**config.mk**
```make
export PLATFORM = sky130hd
export DESIGN_NAME = alu_issue_stage_flat
export DESIGN_NICKNAME = d
export VERILOG_FILES = /design/src/rtl/alu_issue_stage_pkg.sv /design/src/rtl/alu_issue_stage_if.sv /design/src/rtl/alu_issue_skid.sv /design/src/rtl/alu_issue_stage.sv /design/src/flat_wrapper.sv
export SDC_FILE = /design/constraint.sdc
export NUM_CORES = 1
export LEC_CHECK = 0
export CAP_MARGIN = 5
export CORE_MARGIN = 5
export CORE_UTILIZATION = 48
export DETAILED_ROUTE_END_ITERATION = 8
export PLACE_DENSITY = 0.81
export SYNTH_ARGS = -nofsm -noshare
export SYNTH_HDL_FRONTEND = slang
export SYNTH_SLANG_ARGS = --single-unit
```
**constraint.sdc**
```tcl
create_clock -name clk -period 2.7 [get_ports clk]
set_clock_uncertainty 0.1 [all_clocks]
set_input_delay 0.405 -clock clk [delete_from_list [all_inputs] [get_ports clk]]
set_output_delay 0.405 -clock clk [all_outputs]
set_load 0.01 [all_outputs]
```
**src/rtl/alu_issue_stage_pkg.sv**
```systemverilog
// Shared RV32I ALU encodings: ALU op codes, major opcodes, funct3/funct7 values,
// and the decoded issue bundle carried through the issue stage.
package alu_issue_stage_pkg;

  localparam logic [3:0] ALU_ADD  = 4'b0000;
  localparam logic [3:0] ALU_SUB  = 4'b0001;
  localparam logic [3:0] ALU_SLL  = 4'b0010;
  localparam logic [3:0] ALU_SLT  = 4'b0011;
  localparam logic [3:0] ALU_SLTU = 4'b0100;
  localparam logic [3:0] ALU_XOR  = 4'b0101;
  localparam logic [3:0] ALU_SRL  = 4'b0110;
  localparam logic [3:0] ALU_SRA  = 4'b0111;
  localparam logic [3:0] ALU_OR   = 4'b1000;
  localparam logic [3:0] ALU_AND  = 4'b1001;

  localparam logic [6:0] OPC_OP     = 7'b0110011;
  localparam logic [6:0] OPC_OP_IMM = 7'b0010011;
  localparam logic [6:0] OPC_LUI    = 7'b0110111;
  localparam logic [6:0] OPC_AUIPC  = 7'b0010111;

  localparam logic [2:0] F3_ADD_SUB = 3'b000;
  localparam logic [2:0] F3_SLL     = 3'b001;
  localparam logic [2:0] F3_SLT     = 3'b010;
  localparam logic [2:0] F3_SLTU    = 3'b011;
  localparam logic [2:0] F3_XOR     = 3'b100;
  localparam logic [2:0] F3_SRL_SRA = 3'b101;
  localparam logic [2:0] F3_OR      = 3'b110;
  localparam logic [2:0] F3_AND     = 3'b111;

  localparam logic [6:0] F7_BASE = 7'b0000000;
  localparam logic [6:0] F7_ALT  = 7'b0100000;

  typedef struct packed {
    logic [3:0]  alu_op;
    logic [31:0] alu_a;
    logic [31:0] alu_b;
    logic [4:0]  rd;
    logic        rd_we;
    logic        illegal;
  } issue_t;

  localparam int ISSUE_W = $bits(issue_t);

  // alt selects the funct7=0100000 variant (SUB / SRA) where one exists.
  function automatic logic [3:0] f3_to_op(input logic [2:0] f3, input logic alt);
    logic [3:0] op;
    case (f3)
      F3_ADD_SUB: op = alt ? ALU_SUB : ALU_ADD;
      F3_SLL:     op = ALU_SLL;
      F3_SLT:     op = ALU_SLT;
      F3_SLTU:    op = ALU_SLTU;
      F3_XOR:     op = ALU_XOR;
      F3_SRL_SRA: op = alt ? ALU_SRA : ALU_SRL;
      F3_OR:      op = ALU_OR;
      default:    op = ALU_AND;
    endcase
    return op;
  endfunction

endpackage

```
**src/rtl/alu_issue_stage_if.sv**
```systemverilog
// Upstream instruction/operand handshake and downstream issued-op handshake.
interface alu_issue_stage_if;
  logic        in_valid;
  logic        in_ready;
  logic [31:0] instr;
  logic [31:0] pc;
  logic [31:0] rs1_val;
  logic [31:0] rs2_val;
  logic        out_valid;
  logic        out_ready;
  logic [3:0]  alu_op;
  logic [31:0] alu_a;
  logic [31:0] alu_b;
  logic [4:0]  rd;
  logic        rd_we;
  logic        illegal;

  modport master (
    output in_valid, instr, pc, rs1_val, rs2_val, out_ready,
    input  in_ready, out_valid, alu_op, alu_a, alu_b, rd, rd_we, illegal
  );

  modport slave (
    input  in_valid, instr, pc, rs1_val, rs2_val, out_ready,
    output in_ready, out_valid, alu_op, alu_a, alu_b, rd, rd_we, illegal
  );
endinterface

```
**src/rtl/alu_issue_skid.sv**
```systemverilog
// Two-entry valid/ready skid buffer (output reg + skid reg); one cycle latency.
// in_rdy_o is registered (skid empty); output data holds while stalled.
module alu_issue_skid #(
  parameter int W = 75
) (
  input  logic         clk,
  input  logic         rst,
  input  logic         in_vld_i,
  output logic         in_rdy_o,
  input  logic [W-1:0] in_dat_i,
  output logic         out_vld_o,
  input  logic         out_rdy_i,
  output logic [W-1:0] out_dat_o
);

  logic         out_vld_q, out_vld_d;
  logic [W-1:0] out_dat_q, out_dat_d;
  logic         skid_vld_q, skid_vld_d;
  logic [W-1:0] skid_dat_q, skid_dat_d;
  logic         out_free;
  logic         accept;

  assign out_free = !out_vld_q || out_rdy_i;
  assign accept   = in_vld_i && !skid_vld_q;

  always_comb begin
    out_vld_d  = out_vld_q;
    out_dat_d  = out_dat_q;
    skid_vld_d = skid_vld_q;
    skid_dat_d = skid_dat_q;
    if (out_free) begin
      // A full skid always has priority; upstream is blocked in that cycle anyway.
      if (skid_vld_q) begin
        out_vld_d  = 1'b1;
        out_dat_d  = skid_dat_q;
        skid_vld_d = 1'b0;
      end else if (accept) begin
        out_vld_d = 1'b1;
        out_dat_d = in_dat_i;
      end else begin
        out_vld_d = 1'b0;
      end
    end else if (accept) begin
      skid_vld_d = 1'b1;
      skid_dat_d = in_dat_i;
    end
  end

  always_ff @(posedge clk) begin
    if (rst) begin
      out_vld_q  <= 1'b0;
      out_dat_q  <= '0;
      skid_vld_q <= 1'b0;
      skid_dat_q <= '0;
    end else begin
      out_vld_q  <= out_vld_d;
      out_dat_q  <= out_dat_d;
      skid_vld_q <= skid_vld_d;
      skid_dat_q <= skid_dat_d;
    end
  end

  assign in_rdy_o  = !skid_vld_q;
  assign out_vld_o = out_vld_q;
  assign out_dat_o = out_dat_q;

endmodule

```
**src/rtl/alu_issue_stage.sv**
```systemverilog
// RV32I ALU issue: combinational decode into a 2-entry skid; results one cycle after accept.
// in_ready drops only when the skid entry is occupied; outputs hold while out_ready is low.
module alu_issue_stage
  import alu_issue_stage_pkg::*;
(
  input  logic             clk,
  input  logic             rst,
  alu_issue_stage_if.slave io
);

  logic [6:0]  opcode;
  logic [2:0]  f3;
  logic [6:0]  f7;
  logic        is_alt;
  logic        is_shift;
  logic        legal;
  logic [31:0] imm_i;
  logic [31:0] imm_u;
  issue_t      dec;
  issue_t      issued;
  logic        unused_rs1_field;

  assign opcode   = io.instr[6:0];
  assign f3       = io.instr[14:12];
  assign f7       = io.instr[31:25];
  assign is_alt   = (f7 == F7_ALT);
  assign is_shift = (f3 == F3_SLL) || (f3 == F3_SRL_SRA);
  assign imm_i    = {{20{io.instr[31]}}, io.instr[31:20]};
  assign imm_u    = {io.instr[31:12], 12'h000};

  // Register numbers arrive pre-read as rs1_val/rs2_val; the rs1 field is not needed.
  assign unused_rs1_field = ^io.instr[19:15];

  always_comb begin
    dec   = '0;
    legal = 1'b0;
    case (opcode)
      OPC_OP: begin
        legal      = (f7 == F7_BASE) || (is_alt && (f3 == F3_ADD_SUB || f3 == F3_SRL_SRA));
        dec.alu_op = f3_to_op(f3, is_alt);
        dec.alu_a  = io.rs1_val;
        dec.alu_b  = is_shift ? {27'd0, io.rs2_val[4:0]} : io.rs2_val;
      end
      OPC_OP_IMM: begin
        if (f3 == F3_SLL)          legal = (f7 == F7_BASE);
        else if (f3 == F3_SRL_SRA) legal = (f7 == F7_BASE) || is_alt;
        else                       legal = 1'b1;
        dec.alu_op = f3_to_op(f3, is_alt && (f3 == F3_SRL_SRA));
        dec.alu_a  = io.rs1_val;
        dec.alu_b  = is_shift ? {27'd0, io.instr[24:20]} : imm_i;
      end
      OPC_LUI: begin
        legal      = 1'b1;
        dec.alu_op = ALU_ADD;
        dec.alu_b  = imm_u;
      end
      OPC_AUIPC: begin
        legal      = 1'b1;
        dec.alu_op = ALU_ADD;
        dec.alu_a  = io.pc;
        dec.alu_b  = imm_u;
      end
      default: legal = 1'b0;
    endcase
    if (!legal) begin
      dec.alu_op = ALU_ADD;
      dec.alu_a  = '0;
      dec.alu_b  = '0;
    end
    dec.rd      = io.instr[11:7];
    dec.rd_we   = legal && (io.instr[11:7] != 5'd0);
    dec.illegal = !legal;
  end

  alu_issue_skid #(.W(ISSUE_W)) u_skid (
    .clk       (clk),
    .rst       (rst),
    .in_vld_i  (io.in_valid),
    .in_rdy_o  (io.in_ready),
    .in_dat_i  (dec),
    .out_vld_o (io.out_valid),
    .out_rdy_i (io.out_ready),
    .out_dat_o (issued)
  );

  assign io.alu_op  = issued.alu_op;
  assign io.alu_a   = issued.alu_a;
  assign io.alu_b   = issued.alu_b;
  assign io.rd      = issued.rd;
  assign io.rd_we   = issued.rd_we;
  assign io.illegal = issued.illegal;

endmodule

```
**src/flat_wrapper.sv**
```systemverilog
// flat-port wrapper written by rule: the top's interface ports become plain ports
module alu_issue_stage_flat import alu_issue_stage_pkg::*;
  (clk, rst, io_in_valid, io_instr, io_pc, io_rs1_val, io_rs2_val, io_out_ready, io_in_ready, io_out_valid, io_alu_op, io_alu_a, io_alu_b, io_rd, io_rd_we, io_illegal);
  alu_issue_stage_if io_i ();
  input  logic clk;
  input  logic rst;
  input wire logic [$bits(io_i.in_valid)-1:0] io_in_valid;
  input wire logic [$bits(io_i.instr)-1:0] io_instr;
  input wire logic [$bits(io_i.pc)-1:0] io_pc;
  input wire logic [$bits(io_i.rs1_val)-1:0] io_rs1_val;
  input wire logic [$bits(io_i.rs2_val)-1:0] io_rs2_val;
  input wire logic [$bits(io_i.out_ready)-1:0] io_out_ready;
  output wire logic [$bits(io_i.in_ready)-1:0] io_in_ready;
  output wire logic [$bits(io_i.out_valid)-1:0] io_out_valid;
  output wire logic [$bits(io_i.alu_op)-1:0] io_alu_op;
  output wire logic [$bits(io_i.alu_a)-1:0] io_alu_a;
  output wire logic [$bits(io_i.alu_b)-1:0] io_alu_b;
  output wire logic [$bits(io_i.rd)-1:0] io_rd;
  output wire logic [$bits(io_i.rd_we)-1:0] io_rd_we;
  output wire logic [$bits(io_i.illegal)-1:0] io_illegal;
  assign io_i.in_valid = io_in_valid;
  assign io_i.instr = io_instr;
  assign io_i.pc = io_pc;
  assign io_i.rs1_val = io_rs1_val;
  assign io_i.rs2_val = io_rs2_val;
  assign io_i.out_ready = io_out_ready;
  assign io_in_ready = io_i.in_ready;
  assign io_out_valid = io_i.out_valid;
  assign io_alu_op = io_i.alu_op;
  assign io_alu_a = io_i.alu_a;
  assign io_alu_b = io_i.alu_b;
  assign io_rd = io_i.rd;
  assign io_rd_we = io_i.rd_we;
  assign io_illegal = io_i.illegal;
  alu_issue_stage u_core (.clk(clk), .rst(rst), .io(io_i));
endmodule
```
* Yosys cells after proc, flatten, opt, wreduce, memory -nomap -nowiden
Cells that the tools add are included.
** Storage, ports and cells
- Memories :: 0
- Memory bits (read-only) :: 0
- Bits in writable memories :: 0
- Register bits after elaboration :: 152
- Latch bits :: 0
** Operators by class
- Div/mod/pow operators :: 0
- Multipliers :: 0
- Magnitude comparators :: 0
- Equality and inequality tests :: 11
- Bitwise operators :: 1
- Reductions and logical operators :: 21
- Multiplexer cells :: 19
- $add $sub $neg :: 0
- Shift operators :: 0
** Operator list (number)
- 75-bit two-way mux :: 2
- 32-bit one-hot mux with 3 select lines :: 1
- 68-bit two-way mux :: 1
- 32-bit two-way mux :: 2
- 32-bit one-hot mux with 2 select lines :: 1
- 4-bit one-hot mux with 7 select lines :: 2
- 7-bit by 6-bit == test with 1-bit output, second input constant :: 3
- 7-bit by 5-bit == test with 1-bit output, second input constant :: 2
- 3-bit == test, second input constant :: 3
- 1-bit two-way mux :: 8
- 4-bit one-hot mux with 2 select lines :: 1
- 7-bit logical NOT :: 1
- 3-bit by 2-bit == test with 1-bit output, second input constant :: 2
- 2-bit OR reduction :: 3
- 1-bit logical OR :: 5
- 5-bit nonzero test :: 1
- 1-bit logical AND :: 4
- 2-bit AND reduction :: 2
- 3-bit by 1-bit == test with 1-bit output, second input constant :: 1
- 1-bit logical NOT :: 3
- 3-bit logical NOT :: 1
- 1-bit one-hot mux with 3 select lines :: 1
- 2-bit nonzero test :: 1
- 1-bit inverter :: 1

* Logic depth before layout (Yosys ltp)
- Depth in word-level cells :: 8
- Depth in mapped cells :: 8

* Cells and area by module
From an unflattened synthesis, not the netlist that was laid out.
** Second synthesis, totals
- Cells, all modules :: 884
- Area, all modules :: 7654.8 um^2
** By module, submodules not included
- alu_issue_skid :: cells each 679, instances 1, area an instance 6312.3 um^2, sequential area each 3042.9 um^2
- alu_issue_stage :: cells each 205, instances 1, area an instance 1342.5 um^2, sequential area each 0.0 um^2

* Least setup slack after synthesis
No wires, ideal clock.
- Kind :: input-to-reg
- Start :: in io_instr[14]
- End :: reg u_core.u_skid.out_dat_q[59] (netlist: u_core.u_skid.out_dat_o[59])
- Setup slack :: 0.649 ns
- Setup time :: 0.132 ns
- Arrival time :: 1.819 ns
- Cell stages on the path :: 8
- Cells stage by stage :: buf_2 nand2b_1 a31o_1 a221o_2 buf_4 buf_4 a21oi_1 nor3_1
** On the way
- Longest elaborated chain between the ends :: 8
- Elaborated cells on any way between the ends :: 12
- Classes of those cells :: eq/ne: 2; mux: 6; reduce/logical: 4
** Ends and longest elaborated chain
- start: declaration :: RTL line flat_wrapper.sv:8 : input wire logic [$bits(io_i.instr)-1:0] io_instr;
- 3-bit == test / 3-bit logical NOT (equally long branches) :: RTL line alu_issue_stage.sv:39, alu_issue_stage.sv:46
- 1-bit logical OR :: RTL line alu_issue_stage.sv:39 : legal = (f7 == F7_BASE) || (is_alt && (f3 == F3_ADD_SUB || f3 == F3_SRL_SRA));
- 1-bit logical AND :: RTL line alu_issue_stage.sv:39
- 1-bit logical OR :: RTL line alu_issue_stage.sv:39
- 1-bit one-hot mux with 3 select lines * :: RTL line alu_issue_stage.sv:37 : case (opcode)
- 68-bit two-way mux * :: RTL line alu_issue_stage.sv:65 : if (!legal) begin
- 75-bit two-way mux * :: RTL line alu_issue_skid.sv:37 : end else if (accept) begin
- 75-bit two-way mux * :: RTL line alu_issue_skid.sv:33 : if (skid_vld_q) begin
- end signal: assignment :: RTL line alu_issue_skid.sv:57 : out_dat_q <= out_dat_d;
- end: declaration :: RTL line alu_issue_skid.sv:17 : logic [W-1:0] out_dat_q, out_dat_d;
Mark *: on every way between the ends. The rest lies on a longest branch, timed or not. The select of a mux whose other input is x is not followed.
A chain may end at the register's enable or synchronous reset.

* Final worst setup path
- Start :: in io_instr[26]
- End :: reg u_core.u_skid.skid_dat_q[13]
** On the way
- Longest elaborated chain between the ends :: 6
- Elaborated cells on any way between the ends :: 11
- Classes of those cells :: eq/ne: 1; mux: 6; reduce/logical: 4
** Ends and longest elaborated chain
- 7-bit by 6-bit == test with 1-bit output / 7-bit logical NOT (equally long branches)
- 1-bit logical OR :: RTL line alu_issue_stage.sv:46 : else if (f3 == F3_SRL_SRA) legal = (f7 == F7_BASE) || is_alt;
- 1-bit two-way mux :: RTL line alu_issue_stage.sv:46
- 1-bit two-way mux :: RTL line alu_issue_stage.sv:45 : if (f3 == F3_SLL) legal = (f7 == F7_BASE);
- 1-bit one-hot mux with 3 select lines :: RTL line alu_issue_stage.sv:37
- 68-bit two-way mux * :: RTL line alu_issue_stage.sv:65
- end signal: assignment :: RTL line alu_issue_skid.sv:59 : skid_dat_q <= skid_dat_d;
- end: declaration :: RTL line alu_issue_skid.sv:19 : logic [W-1:0] skid_dat_q, skid_dat_d;
Mark *: on every way between the ends. The rest lies on a longest branch, timed or not.

==> results.json <==
{
  "synthToLayoutAreaGrowth_pct": 40.6,
  "path_max_fanout": 11,
  "layout_min_cycle_time_ps": 2320,
  "criticalPathCategory": "input port to register",
  "utilization": 0.688,
  "io_pins": 209,
  "drtPass1Iterations": 5,
  "post_cts_resized": 0,
  "setup-violations-final": 0,
  "n_antenna_cell": 0,
  "vias_per_cell": 5.92,
  "rsz0062_at_grt": "false",
  "crit_required_ps": 2940,
  "synth_top_family_by_area": "compound AO/OA/AOI/OAI gates",
  "die_w_um": 134,
  "synth_flop_cell": "dfxtp_1",
  "clock_path_buffers": 2,
  "cts_tree": "built",
  "avgSynthCellArea_um2": 7.73,
  "synth-seq-cells": 152,
  "fill_cells": 1229,
  "drt-total-wl_mm": 24.7,
  "hold_viol": 0,
  "drv_slew": 0,
  "vias": 7969,
  "switching_power_mw": 1.55,
  "drtAntennaViolNets": 0,
  "synth_area_leaders": "dfxtp_1, a21oi_1, nand2_1, nor3_1, nor2_1",
  "clock_sinks": 152,
  "drv_cap": 0,
  "synth_top_area_frac": 0.411,
  "period_share": 0.857,
  "rows": 45,
  "design.core.area_um2": 15100,
  "seq_power_share": 0.410,
  "dieArea_um2": 18000,
  "muxShareOfSynthArea": 0.0225,
  "h-tree-depth": 4,
  "combPwrFrac": 0.176,
  "grt_pass1_vias": 7497,
  "chipHeight_um": 134,
  "wire_per_inst_um": 18.3,
  "ys_seq_area_frac": 0.411,
  "drc": 0,
  "first_iter_violations": 738,
  "synthCells": 959,
  "slew-limit-headroom": 0.216,
  "fin_setup_tns_ps": 0,
  "synth_commonest_cells": "dfxtp_1, a21oi_1, nand2_1",
  "switching_share": 0.269,
  "numCtsBuffers": 17,
  "synth_edf_count": 0,
  "vdd_drop_max_uv": 444,
  "place_hpwl_mm": 16.4,
  "post-cts-setup-buffers": 0,
  "synth_fp_nets": 1091,
  "fmax_mhz": 432,
  "power.density_nw_per_um2": 552,
  "clock_power_share": 0.414,
  "synth.distinct_cells": 49,
  "gr-usage-all-layers": 0.266,
  "synth-compound-area-share": 0.261,
  "cts_root_buf": "clkbuf_16",
  "clock_latency_ps": 430,
  "grt-ovfl-total": 0,
  "synth.most_common_cell": "dfxtp_1",
  "syn-cell-area_um2": 7410,
  "routabilityCongestion": 0.898,
  "synth.yosys.warnings": 0,
  "cts-hold-fix-buffers": 0,
  "fin_nets": 1277,
  "min_path_type": "register to register",
  "cp-start-kind": "input port",
  "p_int_mw": 4.20,
  "antenna_found_initial": 0,
  "clk_pin_slew_ps": 60,
  "initial_core_util": 0.489,
  "tightest_slew_ps": 1170,
  "p_leak_nw": 3.79,
  "grt_pass1_wl_mm": 38.9,
  "grt_max_degree": 122,
  "synthAdderAreaFrac": 0,
  "cp.arrival_ps": 2550,
  "end_kind": "register",
  "async_reset_ff_frac": 0,
  "synthXorXnorAreaFrac": 0.00118,
  "status": "complete, no violations",
  "synth-simple-area-share": 0.249,
  "io_buffers": 208,
  "drive_above_1_share": 0.0993,
  "yosys.area.top_type": "dfxtp_1"
}
-- per-layer routing --
layer | GRT usage | share of wire | vias up
li1 | - | - | 3807
met1 | 0.340 | 0.41 | 3741
met2 | 0.441 | 0.49 | 361
met3 | 0.0578 | 0.073 | 60
met4 | 0.102 | 0.029 | 0
met5 | 0 | 0 | -
-- flip-flops by register name (all words and copies together) (netlist names) --
signal                    count
u_core.u_skid.skid_vld_q      1
u_core.u_skid.out_vld_o       1
u_core.u_skid.out_dat_o      75
u_core.u_skid.skid_dat_q     75
-- cell usage in the layout, fill, tap and decap left out, types with 6 or more instances in the layout --
master	n
clkdlybuf4s50_1	206
dfxtp_1	152
a21oi_1	117
nand2_1	107
nor2_1	80
nor3_1	75
buf_4	49
o21ai_0	45
nand3_1	43
nor2b_1	34
o21bai_1	34
a21o_1	19
clkbuf_16	17
a31oi_1	16
a211oi_1	14
a22o_1	13
nor4_1	13
nand4_1	13
mux2i_1	11
a22oi_1	10
o31a_1	9
a41o_1	7
clkinv_4	7
nand2b_1	6
a211oi_2	6
-- final timing paths --
path                                                                   to  cells past startpoint  slack (ps)                                 startpoint
worst max-delay path            u_core.u_skid.skid_dat_q[13]$_SDFFE_PP0P_                      6         380                               io_instr[26]
worst max register to register  u_core.u_skid.skid_dat_q[26]$_SDFFE_PP0P_                      6         650      u_core.u_skid.skid_vld_q$_SDFFE_PP0P_
worst min register to register  u_core.u_skid.skid_dat_q[11]$_SDFFE_PP0P_                      2         350  u_core.u_skid.skid_dat_q[11]$_SDFFE_PP0P_
worst min-delay path            u_core.u_skid.skid_dat_q[11]$_SDFFE_PP0P_                      2         350  u_core.u_skid.skid_dat_q[11]$_SDFFE_PP0P_
-- logic make-up (layout without fill, tap and decap cells) --
group | count (synthesis) | in the layout
simple gates | 389 | 389
compound gates | 304 | 304
mux | 16 | 16
xor+xnor | 1 | 1
buf+inv | 97 | 296
flops | 152 | 152
-- worst max-delay path, stage by stage --
cell	delay [ps]
clkdlybuf4s50_1	470
nor4_4	410
nor4b_4	280
a221o_2	390
nand4_1	320
o21ai_0	280
-- power groups by stage --
| stage | Sequential [mW] | Clock [mW] | Combinational [mW] |
|---|---|---|---|
| floorplan | 2.44 | 0 | 0.447 |
| global placement | 2.40 | 0 | 0.989 |
| detailed placement | 2.41 | 0 | 1.00 |
| CTS | 2.36 | 2.40 | 1.01 |
| global route | 2.36 | 2.50 | 1.09 |
| finish | 2.36 | 2.38 | 1.01 |
-- final cells by class --
type | count | area [µm²] | share of cell area
clock buffer | 17 | 425 | 0.0408
clock inverter | 15 | 170 | 0.0163
inverter | 3 | 11.3 | 0.00108
multi-input combinational | 710 | 4000 | 0.384
sequential | 152 | 3040 | 0.292
tap | 188 | 235 | 0.0226
timing repair buffer | 261 | 2530 | 0.243
-- through the flow --
step / hold WS [ps] / power (mW) / setup slack [ps] / std cells / instance area, µm²
final: 348 / 5.75 / 385 / 1346 / 10400
after global routing: 367 / 5.96 / 282 / 1346 / 10400
after CTS: 346 / 5.77 / 427 / 1346 / 10400
after detailed placement: 338 / 3.41 / -21.7 / 1314 / 9820
after global placement: 330 / 3.39 / 64.7 / 1314 / 9820
after floorplan: 320 / 2.88 / 649 / 959 / 7410
Power figures use the tool's default switching activity.
